`src/rtl/ram_arb_pkg.sv`:
```
// Shared definitions for the RAM port arbiter: state codes, requester ids,
// default widths.
package ram_arb_pkg;

    localparam int IDX_W_DEF  = 64;
    localparam int DATA_W_DEF = 64;
    localparam int CNT_W_DEF  = 32;

    // FSM state codes
    localparam logic [1:0] IDLE   = 2'd0;
    localparam logic [1:0] RESP_I = 2'd1;
    localparam logic [1:0] RESP_D = 2'd2;

    // Requester ids, used as bit positions in request/grant vectors
    localparam int REQ_I = 0;
    localparam int REQ_D = 1;

endpackage

```
`src/rtl/ram_port_arbiter_rr_arb2.sv`:
```
// Two-input round-robin picker. Under contention the requester that did not
// win last time is chosen; a lone requester always wins.
module rr_arb2
    import ram_arb_pkg::*;
(
    input  logic       clk,
    input  logic       rst_n,
    input  logic [1:0] req,
    input  logic       upd,
    output logic [1:0] gnt
);

    // 1 = D was granted last; reset to D so the first contended grant goes to I
    logic last_d;

    // Pick a winner from the current requests and the last grant
    always_comb begin
        gnt = 2'b00;
        if (req[REQ_I] && (!req[REQ_D] || last_d))
            gnt[REQ_I] = 1'b1;
        else if (req[REQ_D])
            gnt[REQ_D] = 1'b1;
    end

    // Remember who won whenever a grant is actually taken
    always_ff @(posedge clk or negedge rst_n) begin
        if (!rst_n)
            last_d <= 1'b1;
        else if (upd)
            last_d <= gnt[REQ_D];
    end

endmodule

```
`src/rtl/ram_port_arbiter.sv`:
```
// Shares one single-port RAM between an instruction reader and a data
// reader/writer. One transaction in flight; read data is registered and held
// until the owning requester consumes the response.
module ram_port_arbiter
    import ram_arb_pkg::*;
#(
    parameter int IDX_W  = IDX_W_DEF,
    parameter int DATA_W = DATA_W_DEF,
    parameter int CNT_W  = CNT_W_DEF
) (
    input  logic              clk,
    input  logic              rst_n,
    input  logic              i_req_valid,
    output logic              i_req_ready,
    input  logic [IDX_W-1:0]  i_req_idx,
    output logic              i_resp_valid,
    input  logic              i_resp_ready,
    output logic [DATA_W-1:0] i_resp_rdata,
    input  logic              d_req_valid,
    output logic              d_req_ready,
    input  logic [IDX_W-1:0]  d_req_idx,
    input  logic              d_req_wen,
    input  logic [DATA_W-1:0] d_req_wdata,
    input  logic [DATA_W-1:0] d_req_wmask,
    output logic              d_resp_valid,
    input  logic              d_resp_ready,
    output logic [DATA_W-1:0] d_resp_rdata,
    output logic              ram_en,
    output logic [IDX_W-1:0]  ram_rIdx,
    input  logic [DATA_W-1:0] ram_rdata,
    output logic [IDX_W-1:0]  ram_wIdx,
    output logic [DATA_W-1:0] ram_wdata,
    output logic [DATA_W-1:0] ram_wmask,
    output logic              ram_wen,
    output logic [CNT_W-1:0]  i_grant_cnt,
    output logic [CNT_W-1:0]  d_grant_cnt
);

    logic [1:0] state;
    logic [1:0] req;
    logic [1:0] gnt;
    logic       in_idle;
    logic       grant_i;
    logic       grant_d;

    // rst_n gates the grant path so a write in the reset cycle never commits
    assign in_idle    = (state == IDLE) && rst_n;
    assign req[REQ_I] = i_req_valid && in_idle;
    assign req[REQ_D] = d_req_valid && in_idle;

    rr_arb2 u_arb (
        .clk   (clk),
        .rst_n (rst_n),
        .req   (req),
        .upd   (|gnt),
        .gnt   (gnt)
    );

    assign grant_i      = gnt[REQ_I];
    assign grant_d      = gnt[REQ_D];
    assign i_req_ready  = grant_i;
    assign d_req_ready  = grant_d;
    assign i_resp_valid = (state == RESP_I);
    assign d_resp_valid = (state == RESP_D);

    // Drive the RAM port from the granted request; quiet bus otherwise
    always_comb begin
        ram_en    = 1'b0;
        ram_wen   = 1'b0;
        ram_rIdx  = '0;
        ram_wIdx  = '0;
        ram_wdata = '0;
        ram_wmask = '0;
        if (grant_i) begin
            ram_en   = 1'b1;
            ram_rIdx = i_req_idx;
        end else if (grant_d) begin
            ram_en   = 1'b1;
            ram_rIdx = d_req_idx;
            if (d_req_wen) begin
                ram_wen   = 1'b1;
                ram_wIdx  = d_req_idx;
                ram_wdata = d_req_wdata;
                ram_wmask = d_req_wmask;
            end
        end
    end

    // Transaction FSM: grant in IDLE, hold response until consumed
    always_ff @(posedge clk or negedge rst_n) begin
        if (!rst_n) begin
            state <= IDLE;
        end else begin
            case (state)
                IDLE:    if (grant_i) state <= RESP_I;
                         else if (grant_d) state <= RESP_D;
                RESP_I:  if (i_resp_ready) state <= IDLE;
                RESP_D:  if (d_resp_ready) state <= IDLE;
                default: state <= IDLE;
            endcase
        end
    end

    // Capture read data on grant; for a D write this is the pre-write word
    always_ff @(posedge clk or negedge rst_n) begin
        if (!rst_n) begin
            i_resp_rdata <= '0;
            d_resp_rdata <= '0;
        end else begin
            if (grant_i) i_resp_rdata <= ram_rdata;
            if (grant_d) d_resp_rdata <= ram_rdata;
        end
    end

    // Saturating per-requester grant counters
    always_ff @(posedge clk or negedge rst_n) begin
        if (!rst_n) begin
            i_grant_cnt <= '0;
            d_grant_cnt <= '0;
        end else begin
            if (grant_i && (i_grant_cnt != '1)) i_grant_cnt <= i_grant_cnt + 1'b1;
            if (grant_d && (d_grant_cnt != '1)) d_grant_cnt <= d_grant_cnt + 1'b1;
        end
    end

endmodule

```
`config.mk`:
```
export PLATFORM = sky130hd
export DESIGN_NAME = ram_port_arbiter
export DESIGN_NICKNAME = d
export VERILOG_FILES = /design/src/rtl/ram_arb_pkg.sv /design/src/rtl/ram_port_arbiter_rr_arb2.sv /design/src/rtl/ram_port_arbiter.sv
export SDC_FILE = /design/constraint.sdc
export NUM_CORES = 1
export LEC_CHECK = 0
export BUFFER_PORTS_ARGS = -buffer_cell sky130_fd_sc_hd__clkbuf_2
export CORE_AREA = 2 2 307 309
export CTS_CLUSTER_DIAMETER = 30
export DETAILED_ROUTE_END_ITERATION = 7
export DIE_AREA = 0 0 309 311
export SLEW_MARGIN = 10
export SYNTH_ARGS = -nofsm -noshare
export SYNTH_HDL_FRONTEND = slang
export SYNTH_SLANG_ARGS = --single-unit
```
`constraint.sdc`:
```
create_clock -name clk -period 2.35 [get_ports clk]
set_input_delay 0.1175 -clock clk [delete_from_list [all_inputs] [get_ports clk]]
set_output_delay 0.1175 -clock clk [all_outputs]
set_load 0.03 [all_outputs]
```
Word-level counts from Yosys, hierarchy flattened
Cells that the tools add are included.

Bits in registers: 195. Input port bits: 327. Word-level logic and storage cells: 50. Output and inout port bits: 454.

Reduce and logical (&&, ||, !) cells: 11. Equal/unequal tests: 7. Add/subtract/negate cells: 2. Muxes and demuxes: 24.

Operator list (number): $mux W64 (11); $add A32 B1 Y32 const B (2); $ne A32 B32 Y1 const B (2); $mux W1 (8); $mux W2 (4); $logic_and A1 B1 Y1 (6); $pmux W2 S3 (1); $ne A2 B1 Y1 const B (2); $ne A3 B3 Y1 const B (1); $reduce_and A3 Y1 (1); $eq A2 B1 Y1 const B (1); $eq A2 B2 Y1 const B (1); $logic_not A2 Y1 (1); $reduce_or A2 Y1 (1); $logic_not A1 Y1 (1); $logic_or A1 B1 Y1 (1).

Logic depth before layout (Yosys ltp)
Word-level depth: 10. Mapped depth: 7. Depth with buffers taken out: 6.

Cells and area by module
A second synthesis with hierarchy kept.

Cell total of the unflattened synthesis: 892. Area, all modules: 9928.3 um^2.

Modules (own cells, without submodules): ram_port_arbiter (area an instance 9864.5 um^2, seq. area each 4854.7 um^2, times used 1, cells an instance 887); rr_arb2 (area an instance 63.8 um^2, seq. area each 26.3 um^2, times used 1, cells an instance 5).

Least setup slack after synthesis
Ideal clock, no wire load.

Path kind: reg-to-reg. From: register i_grant_cnt[0]. To: register i_grant_cnt[15]. Stages on the path, launching flop included: 8. Period minus slack after synthesis: 2049 ps. Arrival time: 1914 ps. Path buffers: 1. Library setup time: 135 ps. Data required time: 2215 ps. Path slack: 301 ps. Path through: dfrtp_1 > ha_1 > and3_1 > and4_1 > a31oi_2 > buf_4 > nand4_1 > xnor2_1.

Word-level cells in the longest chain between the ends: 2. Elaborated cells on any way between the ends: 3. Those cells by class: 1 x add/sub; 1 x eq/ne; 1 x reduce/logical.

Ends and longest elaborated chain: from (decl) (line ram_port_arbiter.sv:35) `output logic [CNT_W-1:0] i_grant_cnt,`; from (signal assigned) (line ram_port_arbiter.sv:121) `if (grant_i && (i_grant_cnt != '1)) i_grant_cnt <= i_grant_cnt + 1'b1;`; branches (longest 2 deep; another with $add A32 B1 Y32).

Parallel ways; which one is timed is not known. A chain may end at the register's enable or synchronous reset.

Worst setup path after layout
From: input rst_n. To: output ram_rIdx[56].

Word-level cells in the longest chain between the ends: 8. Elaborated cells on any way between the ends: 11. Those cells by class: 5 x mux; 6 x reduce/logical.

Ends and longest elaborated chain: from (decl) (line ram_port_arbiter.sv:12) `input logic rst_n,`; $logic_and A1 B1 Y1 * (line ram_port_arbiter.sv:47) `assign in_idle = (state == IDLE) && rst_n;`; $logic_and A1 B1 Y1 (line ram_port_arbiter.sv:49) `assign req[REQ_D] = d_req_valid && in_idle;`; $logic_not A1 Y1 (line ram_port_arbiter_rr_arb2.sv:19) `if (req[REQ_I] && (!req[REQ_D] || last_d))`; $logic_or A1 B1 Y1 (line ram_port_arbiter_rr_arb2.sv:19); $logic_and A1 B1 Y1 (line ram_port_arbiter_rr_arb2.sv:19); $mux W1 (line ram_port_arbiter_rr_arb2.sv:19); $mux W64 (line ram_port_arbiter.sv:77) `end else if (grant_d) begin`; $mux W64 * (line ram_port_arbiter.sv:74) `if (grant_i) begin`; to (decl) (line ram_port_arbiter.sv:29) `output logic [IDX_W-1:0] ram_rIdx,`.

Mark *: on every way between the ends. The rest lies on a longest branch, timed or not.

==> out/qor.yml <==
htreeDepth: 4
post-place-ws_ns: 0.0769
wirelength_um: 93100
syn_avg_cell_area_sq_um: 8.80
tns_ns: -0.241
irDropWorstVdd_mv: 0.466
cts_buffers: 17
rows: 112
slew_violations: 0
cts.sinks: 195
ys_ff_latch: 195
violations: "setup timing"
dr_total_vias: 12500
crit_slowest_cell: "dlygate4sd3_1"
clockBufferDepth: 2
crit_type: "input pin to output port"
setup.worst_path.start_class: "input pin"
finalPower_mw: 17.6
synth_top_area_share_pct: 48.5
max_cap_viol_count: 0
initial_core_util_pct: 10.8
worst_slew_pin_slew_ns: 0.836
fin_nets: 2344
yosysSeqAreaShare_pct: 48.8
grt_setup_unrepaired: "yes"
cts_root_buf: "clkbuf_16"
cpMostUsedCell: "buf_4"
routedWlPerCell_um: 28.2
firstDrtPassIters: 7
cts_tree: "built"
leakagePower_nw: 10.5
place_hpwl_um: 77500
async_flop_share_pct: 100
clock_skew_ns: 0.0119
hold_viol_final: 0
antenna_found_initial: 44
synth_top_area_cell: "dfrtp_1"
relSlewSlack_pct: 44.3
netlist_area_sq_um: 10000
status: "finished, violations left"
fillCellCount: 10200
antenna_left: 0
grt-ovfl-total: 0
final_cell_mix: "clkbuf_2, nand2_1, dfrtp_1, and2_4, buf_12"
viasPerCell: 3.79
cp-end-kind: "output port"
critical_path_peak_fanout: 10
die_w_um: 309
finalCritPeriodShare_pct: 102
grt_max_degree: 58
gp_congestion: 0.998
synth-edff-count: 0
dieArea_sq_um: 96100
grt_pass1_wl_um: 118000
yosysWarnings: 0
core_area_sq_um: 92800
grt_pass1_vias: 12300
clk_latency_ns: 0.52
worst_slack_ns: -0.0518
die_h_um: 311
critical_path_required_ns: 2.23
track_usage_pct: 18.6
hp-class: "input pin to register"
fin_crit_ns: 2.40
arrival_ns: 2.28
setup_viol: 15
multi_input_area_sq_um: 5450
drc: 0
slowest_delay_ns: 0.56
synth_flop_cell: "dfrtp_1"
cp_cell_sequence: "dlygate4sd3_1 -> clkbuf_8 -> nor3b_4 -> buf_6 -> buf_4 -> nand2_4 -> inv_12 -> buf_4 -> clkbuf_16 -> a22o_4 -> buf_12"
fmax_mhz: 416
numPortBuffers: 780
synth_nets: 1466
cts.clk_slew.worst_paths_ns: 0.08
final_common_cell: "clkbuf_2"
drive_gt1_share_pct: 53.6
synth_cell_types: 45
io_pins: 781
power_density_nw_per_um2: 843
synthCells: 1137
drtIter0Drc: 882
syn_to_final_growth_pct: 109
ff_latch_area_sq_um: 4880
synth_area_leaders: "dfrtp_1, nand2_1, and2_1"
-- kinds of logic after synthesis --
logic type,after synthesis,share of synthesized area (%)
buf+inv,73,2.97
compound gates,77,6.61
mux,2,0.225
flops,195,48.8
simple gates,728,35.9
xor+xnor,60,5.25
fa+ha+maj,2,0.250
-- power breakdown --
| part | internal, mW | total, mW | switching (mW) |
|---|---|---|---|
| Clock | 1.51 | 3.11 | 1.60 |
| Combinational | 3.06 | 9.22 | 6.16 |
| Sequential | 4.56 | 5.31 | 0.742 |
-- stage by stage --
step | area [sq um] | cells | hold WS, ns | utilization, %
2_1_floorplan | 10000 | 1137 | -0.178 | -
3_3_place_gp | 16700 | 3138 | 0.329 | 18.0
3_5_place_dp | 16700 | 3138 | 0.330 | 18.0
4_1_cts | 20100 | 3267 | 0.0110 | 21.6
5_1_grt | 20900 | 3289 | 0.0544 | 22.5
6_report | 20900 | 3296 | 0.0445 | 22.5
-- cells in the mapped netlist (10+ instances only) --
cell type    n
clkbuf_1    51
and3_1      14
nor2_1      11
a22o_1      64
xnor2_1     51
nand2_1    407
dfrtp_1    194
and2_1     197
and4_1      10
nand4_1     29
nand3_1     32
buf_2       16
-- worst max-delay path, delay by kind of cell --
kind	cells	cell delay (ns)
buffers and inverters	8	1.53
and+or+nand+nor	2	0.32
AOI/OAI and AO/OA	1	0.28
-- routing by layer --
layer  global-route usage [%]  part of all wire (%)
met5                        0                  0.32
met4                     6.11                   2.7
met3                     8.45                    11
met2                     27.6                    43
met1                     23.9                    43
-- cell type report --
type | count | area share [%]
diodes | 14 | 0.167
clock buffers | 17 | 2.03
clock inverters | 15 | 0.778
inverters | 4 | 0.191
multi-input cells | 869 | 26.1
flip-flops and latches | 195 | 23.3
well taps | 1254 | 7.50
repair buffers | 926 | 39.8
repair inverters | 2 | 0.108
-- state kept, by name, indices dropped and copies added, names as in the netlist --
name and flops:
i_resp_rdata 64, i_grant_cnt 32, d_resp_rdata 64, d_grant_cnt 32
state 2, u_arb.last_d 1
-- final timing paths --
check / start / to / slack [ns] / cells after the start
setup / recovery: rst_n / ram_rIdx[56] / -0.05 / 11
hold / removal: d_req_valid / state[1] / 0.04 / 4
setup reg to reg: state[0] / i_grant_cnt[1] / 0.16 / 9
hold reg to reg: i_resp_rdata[9] / i_resp_rdata[9] / 0.48 / 2
max in group asynchronous: rst_n / i_resp_rdata[26] / 0.69 / 4
min in group asynchronous: rst_n / d_resp_rdata[45] / 0.38 / 3
-- repair_timing --
| item | CTS | global route |
|---|---|---|
| hold endpoints to repair | 172 | 0 |
| gates resized for setup | 428 | 264 |
| buffers inserted | 17 | 10 |
| cloned | 12 | 7 |
| setup endpoints to repair | 259 | 231 |
| hold buffers | 68 | 0 |
| pin swaps | 11 | 27 |
Power figures use the tool's default switching activity.
